$ cat src/rtl/video_data_compressor_if.sv
// Avalon-ST pixel sink plus frame-buffer write port of the video data compressor.
// slave = compressor side, master = the source/frame-buffer side that drives it.
interface video_data_compressor_if #(
    parameter int ErrCountBits = 8
);
    logic [29:0]             data;
    logic                    startofpacket;
    logic                    endofpacket;
    logic                    valid;
    logic                    ready;
    logic                    wr_en;
    logic [18:0]             wr_addr;
    logic [11:0]             wr_data;
    logic                    wr_ready;
    logic                    frame_done;
    logic                    frame_error;
    logic [ErrCountBits-1:0] error_count;

    modport slave (
        input  data, startofpacket, endofpacket, valid, wr_ready,
        output ready, wr_en, wr_addr, wr_data, frame_done, frame_error, error_count
    );

    modport master (
        output data, startofpacket, endofpacket, valid, wr_ready,
        input  ready, wr_en, wr_addr, wr_data, frame_done, frame_error, error_count
    );
endinterface

$ cat src/rtl/video_data_compressor.sv
// Compresses 30-bit RGB Avalon-ST frames to RGB444 frame-buffer writes and checks framing.
// Define VIDEO_COMPRESSOR_ROUND_EN for round-half-up with saturation instead of truncation.
module video_data_compressor #(
    parameter int NumPixels    = 320 * 240,
    parameter int ErrCountBits = 8
) (
    input logic                    clk,
    input logic                    reset,
    video_data_compressor_if.slave bus_io
);

    typedef enum logic [1:0] {
        HUNT,
        RECV,
        DRAIN
    } state_e;

    localparam logic [18:0]             LastIdx = 19'(NumPixels - 1);
    localparam logic [ErrCountBits-1:0] ErrMax  = '1;

    function automatic logic [3:0] compressChannel(input logic [7:0] c8);
`ifdef VIDEO_COMPRESSOR_ROUND_EN
        if (c8 >= 8'hF8) begin
            return 4'hF;
        end
        return 4'((c8 + 8'd8) >> 4);
`else
        return 4'(c8 >> 4);
`endif
    endfunction

    state_e                  state_q, state_d;
    logic [18:0]             index_q, index_d;
    logic                    wrEn_q, wrEn_d;
    logic [18:0]             wrAddr_q, wrAddr_d;
    logic [11:0]             wrData_q, wrData_d;
    logic                    frameDone_q, frameDone_d;
    logic                    frameError_q, frameError_d;
    logic [ErrCountBits-1:0] errCount_q, errCount_d;

    logic        ready;
    logic        accept;
    logic        doWrite;
    logic [18:0] writeAddr;
    logic        frameDone;
    logic        frameErr;
    logic [11:0] pixel444;

    // The output register may only be reloaded once its held write has drained.
    assign ready  = !reset && (!wrEn_q || bus_io.wr_ready);
    assign accept = bus_io.valid && ready;

    assign pixel444 = {compressChannel(bus_io.data[29:22]),
                       compressChannel(bus_io.data[19:12]),
                       compressChannel(bus_io.data[9:2])};

    always_comb begin
        state_d   = state_q;
        index_d   = index_q;
        doWrite   = 1'b0;
        writeAddr = index_q;
        frameDone = 1'b0;
        frameErr  = 1'b0;

        if (accept) begin
            if (bus_io.startofpacket) begin
                // A sop always opens a new frame; any frame still open is abandoned.
                if (state_q != HUNT) begin
                    frameErr = 1'b1;
                end
                doWrite   = 1'b1;
                writeAddr = '0;
                if (bus_io.endofpacket) begin
                    state_d = HUNT;
                    index_d = '0;
                    if (NumPixels == 1) begin
                        frameDone = 1'b1;
                    end else begin
                        frameErr = 1'b1;
                    end
                end else if (NumPixels == 1) begin
                    state_d = DRAIN;
                    index_d = '0;
                end else begin
                    state_d = RECV;
                    index_d = 19'd1;
                end
            end else begin
                case (state_q)
                    RECV: begin
                        doWrite = 1'b1;
                        if (bus_io.endofpacket) begin
                            state_d = HUNT;
                            index_d = '0;
                            if (index_q == LastIdx) begin
                                frameDone = 1'b1;
                            end else begin
                                frameErr = 1'b1;
                            end
                        end else if (index_q == LastIdx) begin
                            state_d = DRAIN;
                        end else begin
                            index_d = index_q + 19'd1;
                        end
                    end
                    DRAIN: begin
                        if (bus_io.endofpacket) begin
                            frameErr = 1'b1;
                            state_d  = HUNT;
                            index_d  = '0;
                        end
                    end
                    default: begin
                    end
                endcase
            end
        end
    end

    always_comb begin
        wrEn_d   = wrEn_q && !bus_io.wr_ready;
        wrAddr_d = wrAddr_q;
        wrData_d = wrData_q;
        if (doWrite) begin
            wrEn_d   = 1'b1;
            wrAddr_d = writeAddr;
            wrData_d = pixel444;
        end
        frameDone_d  = frameDone;
        frameError_d = frameErr;
        errCount_d   = errCount_q;
        if (frameErr && errCount_q != ErrMax) begin
            errCount_d = errCount_q + 1'b1;
        end
    end

    always_ff @(posedge clk) begin
        if (reset) begin
            state_q      <= HUNT;
            index_q      <= '0;
            wrEn_q       <= 1'b0;
            wrAddr_q     <= '0;
            wrData_q     <= '0;
            frameDone_q  <= 1'b0;
            frameError_q <= 1'b0;
            errCount_q   <= '0;
        end else begin
            state_q      <= state_d;
            index_q      <= index_d;
            wrEn_q       <= wrEn_d;
            wrAddr_q     <= wrAddr_d;
            wrData_q     <= wrData_d;
            frameDone_q  <= frameDone_d;
            frameError_q <= frameError_d;
            errCount_q   <= errCount_d;
        end
    end

    assign bus_io.ready       = ready;
    assign bus_io.wr_en       = wrEn_q;
    assign bus_io.wr_addr     = wrAddr_q;
    assign bus_io.wr_data     = wrData_q;
    assign bus_io.frame_done  = frameDone_q;
    assign bus_io.frame_error = frameError_q;
    assign bus_io.error_count = errCount_q;

endmodule

$ cat src/flat_wrapper.sv
// flat-port wrapper written by rule: the top's interface ports become plain ports
module video_data_compressor_flat 
#(
    parameter int NumPixels    = 320 * 240,
    parameter int ErrCountBits = 8
)
  (clk, reset, bus_io_data, bus_io_startofpacket, bus_io_endofpacket, bus_io_valid, bus_io_wr_ready, bus_io_ready, bus_io_wr_en, bus_io_wr_addr, bus_io_wr_data, bus_io_frame_done, bus_io_frame_error, bus_io_error_count);
  video_data_compressor_if #(.ErrCountBits(ErrCountBits)) bus_io_i ();
  input logic clk;
  input logic reset;
  input wire logic [$bits(bus_io_i.data)-1:0] bus_io_data;
  input wire logic [$bits(bus_io_i.startofpacket)-1:0] bus_io_startofpacket;
  input wire logic [$bits(bus_io_i.endofpacket)-1:0] bus_io_endofpacket;
  input wire logic [$bits(bus_io_i.valid)-1:0] bus_io_valid;
  input wire logic [$bits(bus_io_i.wr_ready)-1:0] bus_io_wr_ready;
  output wire logic [$bits(bus_io_i.ready)-1:0] bus_io_ready;
  output wire logic [$bits(bus_io_i.wr_en)-1:0] bus_io_wr_en;
  output wire logic [$bits(bus_io_i.wr_addr)-1:0] bus_io_wr_addr;
  output wire logic [$bits(bus_io_i.wr_data)-1:0] bus_io_wr_data;
  output wire logic [$bits(bus_io_i.frame_done)-1:0] bus_io_frame_done;
  output wire logic [$bits(bus_io_i.frame_error)-1:0] bus_io_frame_error;
  output wire logic [$bits(bus_io_i.error_count)-1:0] bus_io_error_count;
  assign bus_io_i.data = bus_io_data;
  assign bus_io_i.startofpacket = bus_io_startofpacket;
  assign bus_io_i.endofpacket = bus_io_endofpacket;
  assign bus_io_i.valid = bus_io_valid;
  assign bus_io_i.wr_ready = bus_io_wr_ready;
  assign bus_io_ready = bus_io_i.ready;
  assign bus_io_wr_en = bus_io_i.wr_en;
  assign bus_io_wr_addr = bus_io_i.wr_addr;
  assign bus_io_wr_data = bus_io_i.wr_data;
  assign bus_io_frame_done = bus_io_i.frame_done;
  assign bus_io_frame_error = bus_io_i.frame_error;
  assign bus_io_error_count = bus_io_i.error_count;
  video_data_compressor #(.NumPixels(NumPixels), .ErrCountBits(ErrCountBits)) u_core (.clk(clk), .reset(reset), .bus_io(bus_io_i));
endmodule
$ cat config.mk
export PLATFORM = sky130hd
export DESIGN_NAME = video_data_compressor_flat
export DESIGN_NICKNAME = d
export VERILOG_FILES = /design/src/rtl/video_data_compressor_if.sv /design/src/rtl/video_data_compressor.sv /design/src/flat_wrapper.sv
export SDC_FILE = /design/constraint.sdc
export NUM_CORES = 1
export LEC_CHECK = 0
export CORE_ASPECT_RATIO = 1.75
export CORE_MARGIN = 1.5
export CORE_UTILIZATION = 52
export DETAILED_ROUTE_END_ITERATION = 7
export HOLD_SLACK_MARGIN = 0.12
export PLACE_DENSITY = 0.85
export SLEW_MARGIN = 10
export SYNTH_ARGS = -nofsm -noshare
export SYNTH_HDL_FRONTEND = slang
export SYNTH_SLANG_ARGS = --single-unit
$ cat constraint.sdc
create_clock -name clk -period 6.2 [get_ports clk]
set_clock_uncertainty 0.05 [all_clocks]
set_input_delay 0.62 -clock clk [delete_from_list [all_inputs] [get_ports clk]]
set_output_delay 0.62 -clock clk [all_outputs]
set_load 0.05 [all_outputs]
* After elaboration in Yosys (flattened, before gate mapping) *
Index checks and enable logic that the tools add are counted.

storage, ports and cells
  bits in registers = 63
  input port bits = 36
  word-level logic and storage cells = 60

operators by class
  $add $sub $neg = 2
  equality and inequality tests = 7
  mux-type cells = 27
  bitwise gates (word level) = 3
  reductions and logical operators = 13

operator list
  kind                   count
  $mux 19                6
  $pmux 19 s2            1
  $add 19x1->19 const B  1
  $eq 19x17->1 const B   1
  $mux 1                 14
  $add 8x1->8 const B    1
  $mux 2                 4
  $ne 8x8->1 const B     1
  $reduce_and 4->1       2
  $reduce_or 5->1        1
  $logic_and 1x1->1      4
  $ne 4x3->1 const B     1
  $ne 4x4->1 const B     1
  $pmux 2 s2             1
  $logic_not 1->1        3
  $ne 3x3->1 const B     1
  $not 1->1              3
  $reduce_bool 3->1      1
  $eq 2x1->1 const B     1
  $eq 2x2->1 const B     1
  $pmux 1 s2             1
  $reduce_bool 2->1      1
  $logic_or 1x1->1       1

* Logic depth before layout (Yosys ltp) *
  depth in word-level cells = 7
  depth in mapped cells = 9
  mapped depth without buffers = 7

* Worst setup path after synthesis *
No wires, ideal clock.

  path type = input to register
  start point = input reset
  end point = register u_core.errCount_q[4], in the netlist u_core.bus_io.error_count[4]
  setup time = 0.070 ns
  arrival = 2.005 ns
  data required time = 6.080 ns
  path slack = 4.075 ns
  cell stages on the path = 7
  path buffers = 2
  path through = clkbuf_1 inv_2 and3_1 clkbuf_1 nand3_1 or4_1 a21oi_1

on the way
  cells in the longest elaborated chain, start to end = 5

RTL lines
  element               RTL line                      source
  start, declared       flat_wrapper.sv:10            input logic reset;
  $logic_not 1->1       video_data_compressor.sv:50   assign ready = !reset && (!wrEn_q || bus_io.wr_ready);
  $logic_and 1x1->1     video_data_compressor.sv:50
  $logic_and 1x1->1     video_data_compressor.sv:51   assign accept = bus_io.valid && ready;
  $mux 1                video_data_compressor.sv:65   if (accept) begin
  $logic_and 1x1->1     video_data_compressor.sv:132  if (frameErr && errCount_q != ErrMax) begin
  end signal, assigned  video_data_compressor.sv:155  errCount_q <= errCount_d;
  end, declared         video_data_compressor.sv:39   logic [ErrCountBits-1:0] errCount_q, errCount_d;

Parallel ways exist; a longest one is shown, timed or not.
A chain may end at the register's enable or synchronous reset.

* Worst setup path in the final report *
  start point = input reset
  end point = output bus_io_ready

on the way
  cells in the longest elaborated chain, start to end = 2

RTL lines
  element            RTL line                     source
  $logic_not 1->1    video_data_compressor.sv:50
  $logic_and 1x1->1  video_data_compressor.sv:50
  end, declared      flat_wrapper.sv:16           output wire logic [$bits(bus_io_i.ready)-1:0] bus_io_ready;

Every way passes these cells.

==> run metrics <==
outcome complete, no violations; crit path capture type output port; H-tree Lvls 3; Startpoint Class input pin; Final #Nets 437; die area 6017 um^2; setup slack, reg-to-reg 3.68 ns; CP required 5.53 ns; peak supply drop 0.2459 mV; CP arrival 2.23 ns; Core ar. 5299 um^2; Slew HR 40.92%; crit path from reset; reg2reg start u_core.index_q[0]$_SDFFE_PP0P_; CTS sink count 63; Synth Cell Area 2883 um^2; Routability Congestion 0.8722; Root Buffer clkbuf_8; routed wire length per instance 14.68 um; Inserted Clock Buffers 9; post-placement setup slack 3.265 ns; CP Cell Sequence buf_2 -> buf_4 -> inv_2 -> and2_1 -> clkdlybuf4s50_1; Post-CTS Repair Setup Buffers 0; sequential cell area fraction in the yosys report 43.75%; largest net degree at the start of global routing 61; share of cells above drive strength 1 6.234%; post-synth cell types 46; CTS tree built; global-route wire length before repair 11.55 mm; PwrDens 237.1 nW/um^2; final hold vios 0; initial antenna violation count 0; Post-route DRC 0; Synth-to-Final Area Change 27.52%; setup_tns 0 ns; vias per cell 5.964; synth warn 0; buffer and inverter count on the worst path 4; met1 global-route usage 28.84%; most used routing layer met2; number of DRC markers in iteration 0 89; detailed-route wire length 6.974 mm; number of global-route vias before repair 2631; hpwl dp 4.504 mm; clk_lat worst skew 0.35 ns; worst reg2reg endpoint u_core.index_q[18]$_SDFFE_PP0P_; endpoints failing setup 0; Die H 101.5 um; Hold Path Class register to register; Initial Util 54.40%; leakage power 1.218 nW; Syn Inst Count 349; Crit path max-delay family buffers and inverters; worst hold endpoint u_core.bus_io.wr_data[2]$_SDFFE_PP0P_; HP Start u_core.bus_io.wr_data[2]$_SDFFE_PP0P_; IO buf count 60; commonest non-fill, non-tap cells in the layout dfxtp_1, clkdlybuf4s50_1, a21oi_1, nand2_1, nor2_1; Antenna Nets Post-Route 0; Die W 59.29 um; synthesized area per cell 8.260 um^2; RSZ-0062 raised after global routing no; crit path time final 2.896 ns; cts repair resizes 0; # diodes 0; crit-path max FO 60; commonest non-fill, non-tap cell in the layout dfxtp_1; # IOs 79; Core Util, Final 69.37%; # rows 35; total number of vias 2833; Critical-path top delay cell clkdlybuf4s50_1; GR met2 Demand/Resource 40.24%; CP Class input pin to output port; Tcrit/Tclk final 46.71%; CP peak stage delay 0.70 ns; f_max 0.3453 GHz; Reg2Reg Depth 6; Hold Path Depth 2; Synth Register Bits 63; Worst-path clk slew 0.07 ns; GRT Overall Usage 24.70%; Syn Nets 390; Slew @ Worst Pin 0.8862 ns; Hold WS 0.4085 ns; Hold Buf Count CTS 0; 1st-pass router iterations 5; fin. max-slew vios 0; grt total ovfl 0; GR Util met3 7.791%; Clock Path Buffers 2; Power Total 0.0008717 W; Final WS setup 3.304 ns; Max Cap Violations 0
-- kinds of logic (layout without fill, tap and decap cells) --
| logic type | count (synthesis) | in the layout | synth area share, % |
|---|---|---|---|
| simple gates | 146 | 146 | 27.99 |
| compound gates | 99 | 99 | 20.18 |
| flops | 63 | 63 | 43.75 |
| buf+inv | 34 | 86 | 5.164 |
| fa+ha+maj | 5 | 5 | 2.170 |
| mux | 2 | 2 | 0.7378 |
-- flip-flops by register name, summed over array words and instances (netlist names) --
register                   count
u_core.state_q                 2
u_core.bus_io.wr_addr         19
u_core.bus_io.frame_done       1
u_core.bus_io.frame_error      1
u_core.bus_io.error_count      8
u_core.bus_io.wr_data         12
u_core.index_q                19
u_core.bus_io.wr_en            1
-- synth_stat cells, drive strengths merged --
cell type / number / share of area (%)
o21ai: 22 / 3.8
ha: 5 / 2.2
nand4b: 1 / 0.30
and3: 5 / 1.1
buf: 8 / 1.8
inv: 8 / 1.0
nand2b: 1 / 0.22
nor4bb: 1 / 0.35
nor2: 34 / 4.4
nand2: 37 / 4.8
dfxtp: 63 / 44
nor3b: 3 / 0.95
o31ai: 4 / 1.0
clkbuf: 18 / 2.3
nand3b: 1 / 0.26
nor4: 2 / 0.43
nor2b: 1 / 0.22
and4: 1 / 0.30
nand4: 8 / 2.5
or2: 1 / 0.22
mux2: 1 / 0.39
a22oi: 20 / 5.2
nor3: 4 / 0.87
or4b: 5 / 1.7
o2111ai: 1 / 0.30
and2: 3 / 0.65
or3: 5 / 1.1
o221a: 1 / 0.39
a31o: 1 / 0.30
a21oi: 42 / 7.3
or4: 17 / 4.4
o211ai: 1 / 0.26
o21a: 1 / 0.26
mux2i: 1 / 0.35
a31oi: 6 / 1.3
or4bb: 1 / 0.39
nand3: 15 / 2.8
-- where the power goes --
| part | internal [W] | switching (W) | total, W |
|---|---|---|---|
| Clock | 0.000225 | 0.000158 | 0.000384 |
| Sequential | 0.000410 | 0.00000330 | 0.000413 |
| Combinational | 0.0000270 | 0.0000482 | 0.0000752 |
| Total | 0.000662 | 0.000210 | 0.000872 |
-- through the flow --
stage          instance area (um^2)  std cells
2_1_floorplan                  2883        349
3_3_place_gp                   3471        459
3_5_place_dp                   3471        459
4_1_cts                        3676        475
5_1_grt                        3676        475
6_report                       3676        475
-- area by class of cell --
class	instances	area (um^2)
Multi-Input combinational cell	252	1476
Tap cell	74	92.59
Inverter	8	30.03
Clock inverter	4	70.07
Timing Repair Buffer	62	610.6
Sequential cell	63	1261
Clock buffer	12	135.1
Fill cell	432	1623
-- worst min-delay path, cell delays in order (launching register included) --
cell	delay [ns]
dfxtp_1	0.31
nand2_1	0.05
a21oi_1	0.05
-- how the worst max path moves through the flow --
stage | cells after the start | to | slack, ns
after floorplan | 7 | u_core.bus_io.error_count[4]$_SDFFE_PP0P_ | 4.07
after global placement | 5 | bus_io_ready | 3.28
after detailed placement | 6 | u_core.index_q[18]$_SDFFE_PP0P_ | 3.27
after CTS | 5 | bus_io_ready | 3.29
after global routing | 5 | bus_io_ready | 3.18
final | 5 | bus_io_ready | 3.30
-- layer usage --
metal  part of all wire (%)  routed length [um]  vias to the layer above
li1                       -                   -                     1371
met1                     40                2813                     1361
met5                      0                   0                        -
met3                    5.8                 405                       13
met4                    2.0                 136                        0
met2                     52                3618                       88
(Power assumes the default switching activity.)
